`config.mk`:
```
export PLATFORM = sky130hd
export DESIGN_NAME = fetch_ctrl
export DESIGN_NICKNAME = d
export VERILOG_FILES = /design/src/rtl/cpu8_pkg.sv /design/src/rtl/fetch_ctrl.sv
export SDC_FILE = /design/constraint.sdc
export NUM_CORES = 1
export LEC_CHECK = 0
export ABC_AREA = 0
export CORE_MARGIN = 3
export CORE_UTILIZATION = 41
export CTS_CLUSTER_SIZE = 30
export DETAILED_ROUTE_END_ITERATION = 8
export PLACE_DENSITY_LB_ADDON = 0.2
export SLEW_MARGIN = 20
export SYNTH_ARGS = -nofsm -noshare
export SYNTH_HDL_FRONTEND = slang
export SYNTH_SLANG_ARGS = --single-unit
export TNS_END_PERCENT = 100
```
`constraint.sdc`:
```
create_clock -name clk -period 1.8 [get_ports clk]
set_clock_uncertainty 0.05 [all_clocks]
set_input_delay 0.36 -clock clk [delete_from_list [all_inputs] [get_ports clk]]
set_output_delay 0.36 -clock clk [all_outputs]
set_load 0.01 [all_outputs]
```
`src/rtl/cpu8_pkg.sv`:
```
// cpu8_pkg: shared fetch FSM state type and default address/instruction widths.
package cpu8_pkg;

    localparam int ADDR_W = 8;
    localparam int DATA_W = 24;

    typedef enum logic [1:0] {
        IDLE,
        REQ,
        WAIT,
        HOLD
    } fetch_state_t;

endpackage

```
`src/rtl/fetch_ctrl.sv`:
```
// fetch_ctrl: instruction fetch FSM (IDLE/REQ/WAIT/HOLD) driving a fixed-latency RAM.
// Optional FETCH_PERF_CNT_EN adds a saturating accepted-instruction counter fetch_cnt.
module fetch_ctrl #(
    parameter int ADDR_W   = cpu8_pkg::ADDR_W,
    parameter int DATA_W   = cpu8_pkg::DATA_W,
    parameter int RAM_LAT  = 1,
    parameter int RESET_PC = 0
) (
    input  logic              clk,
    input  logic              rst_n,
    input  logic              run,
    input  logic              jump_en,
    input  logic [ADDR_W-1:0] jump_addr,
    input  logic              instr_ready,
    output logic [ADDR_W-1:0] ram_addr,
    output logic              er,
    input  logic [DATA_W-1:0] data_out,
    output logic [DATA_W-1:0] instr,
    output logic              instr_valid,
    output logic [ADDR_W-1:0] pc,
    output logic              busy
`ifdef FETCH_PERF_CNT_EN
    ,
    output logic [15:0]       fetch_cnt
`endif
);
    import cpu8_pkg::fetch_state_t;
    import cpu8_pkg::IDLE;
    import cpu8_pkg::REQ;
    import cpu8_pkg::WAIT;
    import cpu8_pkg::HOLD;

    localparam logic [1:0] LAST = 2'(RAM_LAT - 1);

    fetch_state_t      state, state_d;
    logic [ADDR_W-1:0] pc_d;
    logic [DATA_W-1:0] instr_d;
    logic [1:0]        cnt, cnt_d;
    logic              accept;

    assign ram_addr    = pc;
    assign er          = state == REQ;
    assign instr_valid = state == HOLD;
    assign busy        = state != IDLE;

    always_ff @(posedge clk or negedge rst_n) begin
        if (!rst_n) begin
            state <= IDLE;
            pc    <= ADDR_W'(RESET_PC);
            instr <= '0;
            cnt   <= '0;
        end else begin
            state <= state_d;
            pc    <= pc_d;
            instr <= instr_d;
            cnt   <= cnt_d;
        end
    end

    // A jump overrides everything, including a same-cycle acceptance in HOLD.
    always_comb begin
        state_d = state;
        pc_d    = pc;
        instr_d = instr;
        cnt_d   = cnt;
        accept  = 1'b0;
        if (jump_en) begin
            pc_d    = jump_addr;
            state_d = (state == IDLE) ? IDLE : REQ;
        end else begin
            case (state)
                IDLE: state_d = run ? REQ : IDLE;
                REQ: begin
                    state_d = WAIT;
                    cnt_d   = '0;
                end
                WAIT: begin
                    cnt_d = cnt + 2'd1;
                    if (cnt == LAST) begin
                        instr_d = data_out;
                        state_d = HOLD;
                    end
                end
                HOLD: if (instr_ready) begin
                    accept  = 1'b1;
                    pc_d    = pc + ADDR_W'(1);
                    state_d = run ? REQ : IDLE;
                end
                default: state_d = IDLE;
            endcase
        end
    end

`ifdef FETCH_PERF_CNT_EN
    always_ff @(posedge clk or negedge rst_n) begin
        if (!rst_n)
            fetch_cnt <= '0;
        else if (accept && fetch_cnt != 16'hFFFF)
            fetch_cnt <= fetch_cnt + 16'd1;
    end
`endif

endmodule

```
==> metrics.cfg, run 1 <==
[run_status]
status = complete, no violations

[sta]
fin_crit_ps = 1730
worstMarginPinSlew_ps = 439
max_clock_freq_mhz = 578
timing.final.crit_share_pct = 96.0
setup-violations-final = 0
max_slew_margin_pct = 70.8
drv_slew = 0
hold_viol = 0
rsz0062_at_grt = no

[hold_path]
hold_path.class = flip-flop to flip-flop
holdCritStartpoint = cnt[0]$_DFFE_PN0P_

[finish]
mostFrequentLayoutCells = clkdlybuf4s50_1, dfrtp_1, mux2_2
fin_area_um2 = 2570
drive_above_1_share_pct = 19.4
final_cells = 265
area_growth_pct = 52.3
final_util_pct = 67.6
final_common_cell = clkdlybuf4s50_1
fin_nets = 260
n_antenna_cell = 0

[critical_path]
critPathMaxFanout = 8
worstPathCellList = clkdlybuf4s50_1
crit_required_ps = 1390
cp_slowest_cell = clkdlybuf4s50_1
reg2reg_slack_ps = 140
critPathMaxStageDelay_ps = 580
crit_arrival_ps = 1320
critPathLaunch = pc[3]$_DFFE_PN0P_
critical_path_class = flip-flop to output pin
cpLargestDelayFamily = buffers and inverters
r2r-start = state[0]$_DFFE_PN0P_
path_buf_inv = 1
setup.worst_path.start_class = flip-flop
critPathCaptureType = output pin

[yosys]
synth-compound-area-share_pct = 5.05
synthSimpleGateAreaFrac_pct = 10.5
syn_avg_cell_area_um2 = 12.3
ys_seq_area_share_pct = 53.5
ys_ff_latch = 36
synthCells = 137
yosysUniqueCellTypes = 25
synth-xor-area-share_pct = 1.04
synth_top_family_by_area = multiplexers
synthAdderAreaFrac_pct = 4.45
synth_mux_area_share_pct = 18.5
syn-num-nets = 180
netlist_area_um2 = 1690
ys_warn_count = 0

[floorplanning]
num_io_pins = 80
die_x_um = 70.1
dieArea_um2 = 4920
start_util_pct = 44.4
fp.dieH_um = 70.1
rows = 22
fp.coreArea_um2 = 3800

[route]
ant_nets = 0
drc = 0
initialDrtViolationCount = 43
first_pass_iters = 4
via_count = 1279
drt-total-wl_um = 3650
wl_per_cell_um = 13.8
drt-vias-per-instance = 4.83

[power_and_ir_drop]
ir_drop_uv = 691
p_int_mw = 2.39
comb_power_share_pct = 46.5
clkPwrFrac_pct = 14.8
p_switching_mw = 1.04
seq_power_share_pct = 38.8
p_per_area_nw_per_um2 = 1330
totalPowerFinal_mw = 3.42
leakage_nw = 1.08
swShare_pct = 30.3

[global_route]
grt_pass1_vias = 1265
track_usage_pct = 15.4
grt_pass1_wl_um = 6060
grt_max_degree = 37
gr-total-overflow = 0
antenna_found_initial = 0

[clocking]
cts.sinks = 36
clock_path_buffers = 2
cts_tree = done
cts_root_buf = clkbuf_8
clk_latency_ps = 270
cts-htree-levels = 2
post_cts_buffers = 0
path_clk_slew_ps = 60
numCtsBuffers = 5

[place]
port_buffers = 79
dp_cells = 258
place_congestion = 0.783
place_hpwl_um = 2890
placed_area_um2 = 2490

[flow_run]
drv_cap = 0

## cell type report
| type | instances | area [um^2] |
|---|---|---|
| inverter | 7 | 26.3 |
| clock inverter | 1 | 5.00 |
| multi-input combinational | 82 | 669 |
| timing repair buffer | 85 | 832 |
| clock buffer | 6 | 72.6 |
| fill | 274 | 1230 |
| tap | 48 | 60.1 |
| sequential | 36 | 901 |
## logic make-up (layout without fill, tap and decap cells)
group,count (synthesis),after routing
compound gates,14,14
xor+xnor,2,2
mux,28,28
fa+ha+maj,6,6
simple gates,32,32
flops,36,36
buf+inv,19,99
## layer usage
layer	up-vias	track usage (%)	share of wire (%)
met4	0	5.11	1.2
li1	628	-	-
met3	5	3.88	5.8
met2	39	25.8	50
met5	-	0	0
met1	607	19.2	44
## path summary, 6_finish.rpt
check	end	cells after the start
setup / recovery	pc[3]	1
hold / removal	cnt[0]$_DFFE_PN0P_	2
setup reg to reg	instr[19]$_DFFE_PN0P_	4
hold reg to reg	cnt[0]$_DFFE_PN0P_	2
max in group asynchronous	instr[6]$_DFFE_PN0P_	2
min in group asynchronous	pc[7]$_DFFE_PN0P_	2
## cells in the mapped netlist
cell type	number	share of area, %
nand2_1	12	2.7
nand4_1	2	0.74
o31ai_1	2	0.89
mux2i_1	3	1.8
o211ai_1	3	1.3
o21ai_0	6	1.8
nand2_2	1	0.37
or2b_2	1	0.52
inv_1	6	1.3
buf_2	1	0.30
or4_1	5	2.2
nand3_4	1	1.0
dfrtp_1	36	53
buf_6	2	1.3
mux2_2	25	17
a21oi_1	1	0.30
nor2_1	2	0.45
clkinv_1	1	0.22
a31oi_1	2	0.74
clkbuf_1	1	0.22
buf_4	8	3.6
nand3_1	6	1.8
ha_1	6	4.5
nand2b_1	2	0.74
xor2_1	2	1.0
## per-stage QoR
step	setup slack, ps	hold WS (ps)	setup TNS (ps)
2_1_floorplan	257	14.4	0
4_1_cts	54.6	458	0
6_report	71.1	454	0
3_3_place_gp	-5.93	412	-7.73
3_5_place_dp	-38.6	444	-470
5_1_grt	9.04	479	0
## power groups by stage
| stage | combinational, mW | sequential, mW | clock (mW) |
|---|---|---|---|
| final | 1.59 | 1.33 | 0.505 |
| after global routing | 1.71 | 1.38 | 0.566 |
| after CTS | 1.62 | 1.33 | 0.525 |
| after detailed placement | 1.64 | 1.34 | 0 |
| after global placement | 1.60 | 1.33 | 0 |
| after floorplan | 0.637 | 1.46 | 0 |
## sequential cells by signal (all words and copies together), names as in the netlist
name   flops
state      2
pc         8
cnt        2
instr     24
## timing repair
| action | in CTS | in global routing |
|---|---|---|
| pin swaps | 0 | 0 |
| gates resized for setup | 4 | 1 |
| hold buffers | 0 | 0 |
| endpoints found under the setup margin | 3 | 21 |
Note: power is estimated with default switching activity, not from simulation.
==> run 2: changes to the inputs <==
Settings changed: CAP_MARGIN set to 10, CTS_CLUSTER_SIZE 30 to 25.
==> results of run 2 <==
Same layout as run 1: the final DEF is identical, and so are final timing and power.
